`config.mk`:
```
export PLATFORM = sky130hd
export DESIGN_NAME = led_shift_sched
export DESIGN_NICKNAME = d
export VERILOG_FILES = /design/src/rtl/led_shift_sched.sv
export SDC_FILE = /design/constraint.sdc
export NUM_CORES = 1
export LEC_CHECK = 0
export CAP_MARGIN = 20
export CORE_MARGIN = 10
export CORE_UTILIZATION = 54
export DETAILED_ROUTE_END_ITERATION = 12
export PLACE_DENSITY = 0.75
export SLEW_MARGIN = 20
export SYNTH_ARGS = -nofsm -noshare
export SYNTH_HDL_FRONTEND = slang
export SYNTH_SLANG_ARGS = --single-unit
```
`constraint.sdc`:
```
create_clock -name clk -period 1.91 [get_ports clk]
set_input_delay 0.382 -clock clk [delete_from_list [all_inputs] [get_ports clk]]
set_output_delay 0.382 -clock clk [all_outputs]
set_load 0.02 [all_outputs]
```
`src/rtl/led_shift_sched.sv`:
```
// LED shift-register sequencer: loads sw70 on a key press, then shifts/rotates it every DIV clocks.
// Optional KEY_DEBOUNCE_EN macro adds a DEB_CYC-cycle debounce on the synchronized key.
module led_shift_sched #(
   parameter int unsigned DIV     = 4,
   parameter int unsigned DIV_W   = 16,
   parameter int unsigned DEB_CYC = 3
) (
   input  logic       clk,
   input  logic       rst,
   input  logic [7:0] sw70,
   input  logic       key,
   input  logic [1:0] mode,
   input  logic       pause,
   output logic [7:0] led70,
   output logic       tick,
   output logic       busy,
   output logic       done
);

   if (DIV < 1 || DEB_CYC < 1 || (64'd1 << DIV_W) <= 64'(DIV)) begin : g_bad_param
      $error("led_shift_sched: invalid DIV/DIV_W/DEB_CYC");
   end

   typedef enum logic [1:0] {IDLE, RUN, HOLD} state_t;

   localparam logic [DIV_W-1:0] CNT_LAST = DIV_W'(DIV - 1);

   state_t           state;
   logic [DIV_W-1:0] cnt;
   logic             k1, k2;
   logic             press;
   logic [7:0]       stepped;
   logic             zero_fill;

   always_ff @(posedge clk or posedge rst) begin
      if (rst) begin
         k1 <= 1'b1;
         k2 <= 1'b1;
      end else begin
         k1 <= key;
         k2 <= k1;
      end
   end

`ifdef KEY_DEBOUNCE_EN
   localparam int unsigned DEB_W = (DEB_CYC < 2) ? 1 : $clog2(DEB_CYC + 1);
   localparam logic [DEB_W-1:0] DEB_LAST = DEB_W'(DEB_CYC - 1);

   logic             kdb, kdb_q;
   logic [DEB_W-1:0] dcnt;

   // kdb only follows k2 after DEB_CYC consecutive cycles of disagreement
   always_ff @(posedge clk or posedge rst) begin
      if (rst) begin
         kdb   <= 1'b1;
         kdb_q <= 1'b1;
         dcnt  <= '0;
      end else begin
         kdb_q <= kdb;
         if (k2 == kdb) begin
            dcnt <= '0;
         end else if (dcnt == DEB_LAST) begin
            kdb  <= k2;
            dcnt <= '0;
         end else begin
            dcnt <= dcnt + DEB_W'(1);
         end
      end
   end

   assign press = kdb_q & ~kdb;
`else
   logic k3;

   always_ff @(posedge clk or posedge rst) begin
      if (rst) k3 <= 1'b1;
      else     k3 <= k2;
   end

   assign press = k3 & ~k2;
`endif

   always_comb begin
      stepped = led70;
      case (mode)
         2'b00: stepped = {led70[6:0], 1'b0};
         2'b01: stepped = {1'b0, led70[7:1]};
         2'b10: stepped = {led70[6:0], led70[7]};
         2'b11: stepped = {led70[0], led70[7:1]};
         default: stepped = led70;
      endcase
   end

   assign zero_fill = ~mode[1];
   assign busy      = (state != IDLE);

   always_ff @(posedge clk or posedge rst) begin
      if (rst) begin
         state <= IDLE;
         led70 <= '0;
         cnt   <= '0;
         tick  <= 1'b0;
         done  <= 1'b0;
      end else begin
         tick <= 1'b0;
         done <= 1'b0;
         if (press) begin
            // a load overrides any step falling due on the same edge
            led70 <= sw70;
            cnt   <= '0;
            state <= (sw70 != 8'h00) ? RUN : IDLE;
         end else begin
            case (state)
               IDLE: cnt <= '0;
               RUN: begin
                  if (pause) begin
                     state <= HOLD;
                  end else if (cnt == CNT_LAST) begin
                     cnt   <= '0;
                     led70 <= stepped;
                     tick  <= 1'b1;
                     if (zero_fill && stepped == 8'h00) begin
                        state <= IDLE;
                        done  <= 1'b1;
                     end
                  end else begin
                     cnt <= cnt + DIV_W'(1);
                  end
               end
               HOLD: if (!pause) state <= RUN;
               default: state <= IDLE;
            endcase
         end
      end
   end

endmodule
```
==> metrics.md <==
| Metric | Value |
|---|---|
| Share of cells above drive strength 1 | 0.197 |
| Synth unique cells | 39 |
| DRT Wirelength | 4180 um |
| First-pass GRT wire length | 6780 um |
| Synth area leader | dfrtp_1 |
| Tcrit/Tclk final | 0.964 |
| Worst setup path class | reg2out |
| Power consumption | 1.92 mW |
| Post-Synth Simple-Gate Area | 0.257 |
| Post-synthesis mux area share | 0.0813 |
| Top-area cell type share of the netlist area | 0.393 |
| Top cells by area, synth | dfrtp_1 39%, mux2i_1 5.6%, nand2_1 4.8% |
| Cells after Synth | 181 |
| Slew @ Worst Pin | 0.401 ns |
| Main combinational cell family by area after synthesis | simple AND/OR/NAND/NOR gates |
| Gr ovfl total | 0 |
| F_max | 543 MHz |
| CP arrival | 1.46 ns |
| Endpoints failing setup | 0 |
| Clock Latency Late Sink | 0.35 ns |
| Status | completed |
| Crit path required time | 1.53 ns |
| Post-synth top cells | 28 x dfrtp_1, 23 x nand2_1, 20 x nor2_1, 10 x mux2i_1, 9 x xor2_1 |
| Post-synth EDFFs | 0 |
| Cell with the most instances after synthesis | dfrtp_1 |
| Vias per cell | 5.67 |
| Vias in the first global route | 1,559 |
| Max Cap Violations | 0 |
| Async set-reset flop share out of synthesis | 1.00 |
| Hold path depth | 0 |
| Post-CTS Hold Fix Bufs | 0 |
| Fin. Hold Viols | 0 |
| Core ar. | 0.00310 mm^2 |
| TritonCTS clock tree | done |
| First-pass DRT Iterations | 4 |
| Min-delay worst type | reg2reg |
| H-tree depth | 2 |
| Post-Synth Adder-Cell Area | 0.0281 |
| Main flop type after synthesis | dfrtp_1 |
| Yosys synthesis warning count | 0 |
| Number of DRC markers in iteration 0 | 107 |
| Crit. Startpoint | state[0] |
| GP Congestion | 0.901 |
| Total die area | 0.00600 mm^2 |
| Die width | 77.5 um |
| Seq. cell area | 779 um^2 |
| Total CTS buffers | 5 |
| Nature of the critical path startpoint | register |
| FF-to-FF Start | cnt[11] |
| Mapped cell area | 0.00178 mm^2 |
| Max VDD drop | 0.000562 V |
| Register bit total from synthesis | 31 |
| DR DRC count | 0 |
| CP endpoint kind | primary output |
| Setup TNS | 0 ns |
| Max clock buf depth | 2 |
| DR vias | 1,515 |
| Reg2reg path depth | 5 |
| Footprint of the multi-input gates | 996 um^2 |
| Period minus WS final | 1.84 ns |
| Rows | 20 |
| Largest net degree at the start of global routing | 32 |
| Worst-path maximum fanout | 4 |
| Post-CTS Setup Repair Bufs | 0 |
| PD cells | 842 mW/mm^2 |
| Max Slew Vio Count | 0 |
| CTS root buf | clkbuf_4 |
| CTS clk-pin slew, worst paths | 0.10 ns |
| Layout Cells excl Fill | 267 |
| Clock skew | 0.00642 ns |
| Die Ht | 77.5 um |
| ANT cells | 0 |
| Initial antenna violation count | 0 |
| Total leakage power | 0.970 nW |
| Fill cell count | 246 |
| Area growth syn-to-layout | 27.9% |
| Mapped Avg Cell Area | 9.86 um^2 |
| Antenna viol nets, final | 0 |
| Starting Density | 0.575 |
| Synth Area in Compound Gates | 0.105 |
| # IOs | 25 |
| DP HPWL | 3030 um |
| Sequential-to-total area share from yosys stat | 0.437 |
| Port buffer count | 24 |
| Hold wc startpoint | k1 |
| TritonCTS Sinks | 31 |
| Slew HR | 0.733 |
| Post-Synth XOR/XNOR Area | 0.0638 |
| Syn Nets | 199 |
| Nets | 240 |
| Routed wire length per instance | 15.7 um |
| GRT Overall Usage | 0.137 |
| DP Cell Count | 258 |
## final timing paths
check                           endpoint  slack (ns)
worst min-delay path                  k2        0.36
min in group asynchronous         cnt[4]        0.41
max in group asynchronous             k3        1.18
worst max register to register  led70[5]        0.12
worst max-delay path                busy        0.07
worst min register to register        k2        0.36
## cell usage in the layout, fill, tap and decap left out, types with 2 or more instances in the layout
cell,count
ha_2,2
or3_1,2
o21ai_1,7
nand2b_1,2
a21oi_1,6
clkbuf_8,2
nor4_1,5
mux2i_1,10
nor2_1,20
dfrtp_1,28
ha_1,2
clkdlybuf4s50_1,23
dfstp_2,3
nand3_1,8
nand2_1,23
xor2_1,9
clkbuf_4,5
xnor2_1,4
inv_1,7
and3_1,4
buf_4,13
nor2b_1,3
nand4_1,5
mux2_2,4
o21ai_0,5
## through the flow
step	setup slack (ns)	area, um^2	utilization	hold slack, ns
2_1_floorplan	0.173	1780	-	0.345
3_3_place_gp	0.0460	2170	0.700	0.347
3_5_place_dp	-0.0262	2170	0.700	0.352
4_1_cts	0.0458	2240	0.722	0.372
5_1_grt	-0.00329	2280	0.735	0.370
6_report	0.0696	2280	0.735	0.361
## where the power goes
| group | internal (mW) | leakage (nW) | switching, mW |
|---|---|---|---|
| registers | 0.706 | 0.408 | 0.0485 |
| clock network | 0.216 | 0.0386 | 0.236 |
| logic | 0.317 | 0.523 | 0.398 |
## flip-flops by register name (all words and copies together), names as in the netlist
register	cells
cnt	16
done	1
k1	1
k2	1
k3	1
led70	8
state	2
tick	1
## worst max-delay path, stage by stage (launching register included)
cell,delay (ns)
dfrtp_1,0.41
inv_1,0.12
ha_2,0.23
inv_1,0.04
dlygate4sd2_1,0.31
## cell type report
class	count	area share
multi-input cells	139	0.436
flip-flops and latches	31	0.342
repair buffers	38	0.156
clock buffers	8	0.0302
well taps	44	0.0241
inverters	7	0.0115
## cells by family after synthesis
family	after synthesis
and+or+nand+nor	82
DFF	31
AOI/OAI and AO/OA	25
muxes	14
xor gates and xnor gates	13
buffers and inverters	12
adders and majority gates	4
## timing repair
item / CTS / global route
setup endpoints to repair: 1 / 15
gates resized for setup: 1 / 6
cloned: 0 / 1
pin swaps: 0 / 3
## per-layer routing
metal  GRT usage  vias up  share of wire
li1            -      717              -
met1       0.137      726           0.40
met2       0.245       60           0.51
met3      0.0518       12          0.067
met4      0.0675        0          0.021
met5           0        -              0
(Power assumes the default switching activity.)
